<file path="config.mk">
export PLATFORM = sky130hd
export DESIGN_NAME = fetch_ctrl_flat
export DESIGN_NICKNAME = d
export VERILOG_FILES = /design/src/rtl/fetch_pkg.sv /design/src/rtl/fetch_if.sv /design/src/rtl/fetch_perf_cnt.sv /design/src/rtl/fetch_ctrl.sv /design/src/flat_wrapper.sv
export SDC_FILE = /design/constraint.sdc
export NUM_CORES = 1
export LEC_CHECK = 0
export CORE_UTILIZATION = 46
export CTS_BUF_LIST = sky130_fd_sc_hd__clkbuf_8
export CTS_CLUSTER_SIZE = 20
export DETAILED_ROUTE_END_ITERATION = 8
export PLACE_DENSITY_LB_ADDON = 0.2
export SYNTH_ARGS = -nofsm -noshare
export SYNTH_HDL_FRONTEND = slang
export SYNTH_SLANG_ARGS = --single-unit
</file>
<file path="constraint.sdc">
create_clock -name clk -period 2.2 [get_ports clk]
set_input_delay 0.55 -clock clk [delete_from_list [all_inputs] [get_ports clk]]
set_output_delay 0.55 -clock clk [all_outputs]
set_load 0.05 [all_outputs]
</file>
<file path="src/rtl/fetch_pkg.sv">
// Shared types and constants for the instruction fetch controller.
package fetch_pkg;
  localparam int PC_ADDR_W  = 9;
  localparam int PERF_CNT_W = 16;

  typedef enum logic [2:0] {
    IDLE, RD_PC, LATCH, MEM_WAIT, VALID, INC, JUMP
  } fetch_state_e;
endpackage

</file>
<file path="src/rtl/fetch_if.sv">
// Fetch bus: PC strobes, instruction-memory read port and decode handshake.
interface fetch_if
  import fetch_pkg::*;
#(
  parameter int ADDR_W  = PC_ADDR_W,
  parameter int INSTR_W = 16
);
  logic               pc_inc, pc_read, pc_write;
  logic [ADDR_W-1:0]  pc_din, pc_dout;
  logic               imem_en;
  logic [ADDR_W-1:0]  imem_addr;
  logic [INSTR_W-1:0] imem_data;
  logic [INSTR_W-1:0] instr;
  logic [ADDR_W-1:0]  instr_pc;
  logic               instr_valid, instr_ready;

  modport master (
    output pc_inc, pc_read, pc_write, pc_din, imem_en, imem_addr,
           instr, instr_pc, instr_valid,
    input  pc_dout, imem_data, instr_ready
  );
  modport slave (
    input  pc_inc, pc_read, pc_write, pc_din, imem_en, imem_addr,
           instr, instr_pc, instr_valid,
    output pc_dout, imem_data, instr_ready
  );
endinterface

</file>
<file path="src/rtl/fetch_perf_cnt.sv">
// Saturating fetch/flush event counters; body exists only when FETCH_PERF_CNT_EN is defined.
`ifdef FETCH_PERF_CNT_EN
module fetch_perf_cnt
  import fetch_pkg::*;
(
  input  logic                  clk,
  input  logic                  rst_n,
  input  logic                  fetch_inc,
  input  logic                  flush_inc,
  output logic [PERF_CNT_W-1:0] fetch_cnt,
  output logic [PERF_CNT_W-1:0] flush_cnt
);
  always_ff @(posedge clk) begin
    if (!rst_n) begin
      fetch_cnt <= '0;
      flush_cnt <= '0;
    end else begin
      if (fetch_inc && fetch_cnt != '1) fetch_cnt <= fetch_cnt + PERF_CNT_W'(1);
      if (flush_inc && flush_cnt != '1) flush_cnt <= flush_cnt + PERF_CNT_W'(1);
    end
  end
endmodule
`endif

</file>
<file path="src/rtl/fetch_ctrl.sv">
// Fetch FSM: read PC, read imem, present to decode, then increment or jump.
// Optional perf counters via FETCH_PERF_CNT_EN.
module fetch_ctrl
  import fetch_pkg::*;
#(
  parameter int ADDR_W  = PC_ADDR_W,
  parameter int INSTR_W = 16,
  parameter int MEM_LAT = 1
)(
  input  logic                  clk,
  input  logic                  rst_n,
  input  logic                  start,
  input  logic                  halt,
  input  logic                  jump_req,
  input  logic [ADDR_W-1:0]     jump_addr,
  output logic                  busy,
`ifdef FETCH_PERF_CNT_EN
  output logic [PERF_CNT_W-1:0] fetch_cnt,
  output logic [PERF_CNT_W-1:0] flush_cnt,
`endif
  fetch_if.master               bus
);
  localparam int CNT_W = (MEM_LAT > 1) ? $clog2(MEM_LAT) : 1;

  fetch_state_e      state, nxt;
  logic              jump_pend;
  logic [ADDR_W-1:0] jaddr, addr_q, tgt;
  logic [CNT_W-1:0]  wcnt;
  logic              mem_last, pend_eff, hs, flush;

  // A request arriving this cycle counts as already pending and overrides the stored target.
  assign mem_last = (state == MEM_WAIT) && (wcnt == CNT_W'(MEM_LAT - 1));
  assign pend_eff = jump_pend | jump_req;
  assign tgt      = jump_req ? jump_addr : jaddr;
  assign hs       = (state == VALID) && bus.instr_ready;
  assign flush    = (mem_last && pend_eff) ||
                    ((state == VALID) && !bus.instr_ready && jump_req);

  // pc_dout is only valid during LATCH, so the address is forwarded then and held after.
  assign bus.imem_addr = (state == LATCH) ? bus.pc_dout : addr_q;

  always_comb begin
    nxt = state;
    case (state)
      IDLE:      if (start && !halt) nxt = RD_PC;
      RD_PC:     nxt = LATCH;
      LATCH:     nxt = MEM_WAIT;
      MEM_WAIT:  if (mem_last) nxt = flush ? JUMP : VALID;
      VALID:     if (hs) nxt = pend_eff ? JUMP : INC;
                 else if (flush) nxt = JUMP;
      INC, JUMP: nxt = halt ? IDLE : RD_PC;
      default:   nxt = IDLE;
    endcase
  end

  always_ff @(posedge clk) begin
    if (!rst_n) begin
      state           <= IDLE;
      busy            <= 1'b0;
      bus.pc_inc      <= 1'b0;
      bus.pc_read     <= 1'b0;
      bus.pc_write    <= 1'b0;
      bus.pc_din      <= '0;
      bus.imem_en     <= 1'b0;
      bus.instr       <= '0;
      bus.instr_pc    <= '0;
      bus.instr_valid <= 1'b0;
      addr_q          <= '0;
      jaddr           <= '0;
      jump_pend       <= 1'b0;
      wcnt            <= '0;
    end else begin
      state           <= nxt;
      busy            <= (nxt != IDLE);
      bus.pc_read     <= (nxt == RD_PC);
      bus.pc_inc      <= (nxt == INC);
      bus.pc_write    <= (nxt == JUMP);
      bus.imem_en     <= (nxt == LATCH);
      bus.instr_valid <= (nxt == VALID);
      if (nxt == JUMP) bus.pc_din <= tgt;
      if (state == LATCH) begin
        addr_q       <= bus.pc_dout;
        bus.instr_pc <= bus.pc_dout;
      end
      wcnt <= (state == MEM_WAIT) ? wcnt + CNT_W'(1) : '0;
      if (mem_last) bus.instr <= bus.imem_data;
      if (state == JUMP)
        jump_pend <= 1'b0;
      else if (jump_req && (state inside {RD_PC, LATCH, MEM_WAIT, VALID})) begin
        jump_pend <= 1'b1;
        jaddr     <= jump_addr;
      end
    end
  end

`ifdef FETCH_PERF_CNT_EN
  fetch_perf_cnt u_perf (
    .clk       (clk),
    .rst_n     (rst_n),
    .fetch_inc (hs),
    .flush_inc (flush),
    .fetch_cnt (fetch_cnt),
    .flush_cnt (flush_cnt)
  );
`endif
endmodule
</file>
<file path="src/flat_wrapper.sv">
// flat-port wrapper written by rule: the top's interface ports become plain ports
module fetch_ctrl_flat import fetch_pkg::*;
#(
  parameter int ADDR_W  = PC_ADDR_W,
  parameter int INSTR_W = 16,
  parameter int MEM_LAT = 1
)
  (clk, rst_n, start, halt, jump_req, jump_addr, busy, bus_pc_inc, bus_pc_read, bus_pc_write, bus_pc_din, bus_imem_en, bus_imem_addr, bus_instr, bus_instr_pc, bus_instr_valid, bus_pc_dout, bus_imem_data, bus_instr_ready);
  fetch_if #(.ADDR_W(ADDR_W), .INSTR_W(INSTR_W)) bus_i ();
  input  logic clk;
  input  logic rst_n;
  input  logic start;
  input  logic halt;
  input  logic jump_req;
  input  logic [ADDR_W-1:0] jump_addr;
  output logic busy;
  output wire logic [$bits(bus_i.pc_inc)-1:0] bus_pc_inc;
  output wire logic [$bits(bus_i.pc_read)-1:0] bus_pc_read;
  output wire logic [$bits(bus_i.pc_write)-1:0] bus_pc_write;
  output wire logic [$bits(bus_i.pc_din)-1:0] bus_pc_din;
  output wire logic [$bits(bus_i.imem_en)-1:0] bus_imem_en;
  output wire logic [$bits(bus_i.imem_addr)-1:0] bus_imem_addr;
  output wire logic [$bits(bus_i.instr)-1:0] bus_instr;
  output wire logic [$bits(bus_i.instr_pc)-1:0] bus_instr_pc;
  output wire logic [$bits(bus_i.instr_valid)-1:0] bus_instr_valid;
  input wire logic [$bits(bus_i.pc_dout)-1:0] bus_pc_dout;
  input wire logic [$bits(bus_i.imem_data)-1:0] bus_imem_data;
  input wire logic [$bits(bus_i.instr_ready)-1:0] bus_instr_ready;
  assign bus_pc_inc = bus_i.pc_inc;
  assign bus_pc_read = bus_i.pc_read;
  assign bus_pc_write = bus_i.pc_write;
  assign bus_pc_din = bus_i.pc_din;
  assign bus_imem_en = bus_i.imem_en;
  assign bus_imem_addr = bus_i.imem_addr;
  assign bus_instr = bus_i.instr;
  assign bus_instr_pc = bus_i.instr_pc;
  assign bus_instr_valid = bus_i.instr_valid;
  assign bus_i.pc_dout = bus_pc_dout;
  assign bus_i.imem_data = bus_imem_data;
  assign bus_i.instr_ready = bus_instr_ready;
  fetch_ctrl #(.ADDR_W(ADDR_W), .INSTR_W(INSTR_W), .MEM_LAT(MEM_LAT)) u_core (.clk(clk), .rst_n(rst_n), .start(start), .halt(halt), .jump_req(jump_req), .jump_addr(jump_addr), .busy(busy), .bus(bus_i));
endmodule
</file>
==> results_dict.tcl <==
set metrics [dict create \
    leakagePower_nw 1.45 \
    totalPowerFinal_mw 2.74 \
    first_global_vias 1959 \
    outcome "complete, no violations" \
    synth.most_common_cell "dfxtp_1" \
    avgViaCountPerCell 4.87 \
    synth_top_area_share 0.503 \
    grt_util_all_layers 0.213 \
    vdd_drop_max_uv 464 \
    yosys_warnings 0 \
    worst_pin_slew_ps 622 \
    antenna_found_initial 0 \
    drt-initial-drc-count 69 \
    fp.coreArea_um2 5170 \
    synth-main-ff-cell "dfxtp_1" \
    dpl.hpwl_mm 3.84 \
    synth_area_leader_cell "dfxtp_1" \
    wire_per_inst_um 13.2 \
    finalHoldViolCount 0 \
    wirelength_mm 5.54 \
    cts_setup_buffers 0 \
    reg2reg_depth 5 \
    min_period_ps 2120 \
    clock-root-buffer "clkbuf_8" \
    worstPathArrival_ps 1570 \
    netSwitchingPower_mw 0.800 \
    cp-end-kind "primary output" \
    grt_remaining_overflow 0 \
    clock_skew_ps 7.10 \
    start_kind "flop" \
    insertion_delay_ps 330 \
    start_util 0.485 \
    use_met1 0.240 \
    top_usage_layer "met2" \
    max_slew_margin 0.584 \
    syn_nets 290 \
    finalSetupTns_ps 0 \
    setup_viol 0 \
    rows 26 \
    ys_types 36 \
    met3_usage 0.0648 \
    drt_pass1_iterations 4 \
    worst-path-max-fanout 9 \
    grt_use_met2 0.374 \
    syn_area_per_cell_um2 10.0 \
    clk_pin_slew_ps 60 \
    antennaDiodeCount 0 \
    cts_tree "done" \
    cts_sinks 63 \
    p_clk_frac 0.308 \
    netlist_area_um2 2510 \
    antenna_left 0 \
    path_class "flop to primary output" \
    fin_nets 387 \
    die_y_um 75.9 \
    synth_edf_count 0 \
    drc 0 \
    cap_violations 0 \
    h-tree-depth 3 \
    combPwrFrac 0.240 \
    seqPwrFrac 0.452 \
    grt_pass1_wl_mm 8.95 \
    io_buffers 88 \
    ys_ff_latch 63 \
    postSynth.asyncResetShare 0 \
    worstPathRequired_ps 1650 \
    syn_inst 250 \
    drive_gt1_frac 0.151 \
    rsz0062_at_grt "no" \
    cts_resized 3 \
    cts_hold_buf 0 \
    gp_congestion 0.824 \
    die-area_um2 5750 \
    cts_buffers 9 \
    ys_top_cells_by_area "dfxtp_1, a21boi_0, nand2_1" \
    syn_to_final_growth_pct 45.5 \
    swShare 0.292 \
    clock.fmax_mhz 472 \
    pin_count 89 \
    die_width_um 75.9 \
    timing.final.crit_share 0.963 \
    finalMaxSlewViolations 0 \
    power.internal_mw 1.94 \
    whs_path_depth 2 \
    vias 2047 \
    cellPowerDensity_nw_per_um2 750 \
    grt_max_degree 32 \
    hold_path_class "flop to flop" \
    synth_common_cells "dfxtp_1, nand2_1, a21boi_0" \
    clk_path_buf_depth 2 \
    seq_area_frac_synth 0.503 \
]
## worst max-delay path, stage by stage, from the launching register on
cell      delay (ps)
dfxtp_1          320
nand2b_4         150
or2_4            290
mux2_2           300
buf_4            190
## cell type report
cell class / instances / area (µm²)
inverter: 1 / 3.75
tap: 70 / 87.6
multi-input combinational: 171 / 1160
clock buffer: 11 / 151
timing repair buffer: 101 / 968
fill: 433 / 1520
sequential: 63 / 1260
clock inverter: 3 / 12.5
## kinds of logic after synthesis
family                 synth area share
AOI/OAI and AO/OA                 0.141
buffers and inverters            0.0394
DFF                               0.503
muxes                             0.114
and+or+nand+nor                   0.203
## metrics by stage
stage                     hold WS (ps)  utilization  setup WS [ps]  area [µm²]  std cells
after floorplan                    485            -            329        2510        250
after global placement             448        0.671           80.9        3470        405
after detailed placement           451        0.671           49.9        3470        405
after CTS                          465        0.706           54.2        3650        420
after global routing               482        0.706           15.5        3650        420
final                              461        0.706           82.2        3650        420
## routing by layer
metal	share of wire	up-vias
met4	0.015	0
met3	0.062	9
met5	0	-
li1	-	1041
met2	0.48	64
met1	0.45	933
## final timing paths
kind | startpoint | endpoint | slack (ps)
hold reg to reg | u_core.bus.instr[12] | u_core.bus.instr[12] | 460
setup / recovery | u_core.state[2] | bus_imem_addr[5] | 80
hold / removal | u_core.bus.instr[12] | u_core.bus.instr[12] | 460
setup reg to reg | u_core.state[0] | u_core.bus.instr_valid | 520
## layout by cell type, fill, tap and decap left out, types with 8 or more instances in the layout
master | Yosys | routed
clkbuf_8 | 0 | 11
dfxtp_1 | 63 | 63
clkdlybuf4s50_1 | 0 | 79
buf_4 | 4 | 21
nor2b_1 | 11 | 11
a21boi_0 | 26 | 26
mux2i_1 | 18 | 18
o2bb2ai_1 | 9 | 9
and2_1 | 13 | 13
nand2_1 | 51 | 51
mux2_2 | 8 | 8
## power groups by stage
stage               registers, mW  clock network (mW)  logic, mW
finish                       1.24               0.844      0.657
global route                 1.24               0.918      0.705
CTS                          1.24               0.873      0.662
detailed placement           1.26                   0      0.651
global placement             1.26                   0      0.643
floorplan                    1.36                   0      0.326
## flip-flops by register name (all words and copies together) (netlist names)
register                count
u_core.busy                 1
u_core.bus.instr           16
u_core.bus.pc_din           9
u_core.jump_pend            1
u_core.bus.instr_valid      1
u_core.wcnt                 1
u_core.bus.imem_en          1
u_core.state                3
u_core.bus.pc_read          1
u_core.bus.pc_inc           1
u_core.bus.instr_pc         9
u_core.bus.pc_write         1
u_core.addr_q               9
u_core.jaddr                9
(Power assumes the default switching activity.)
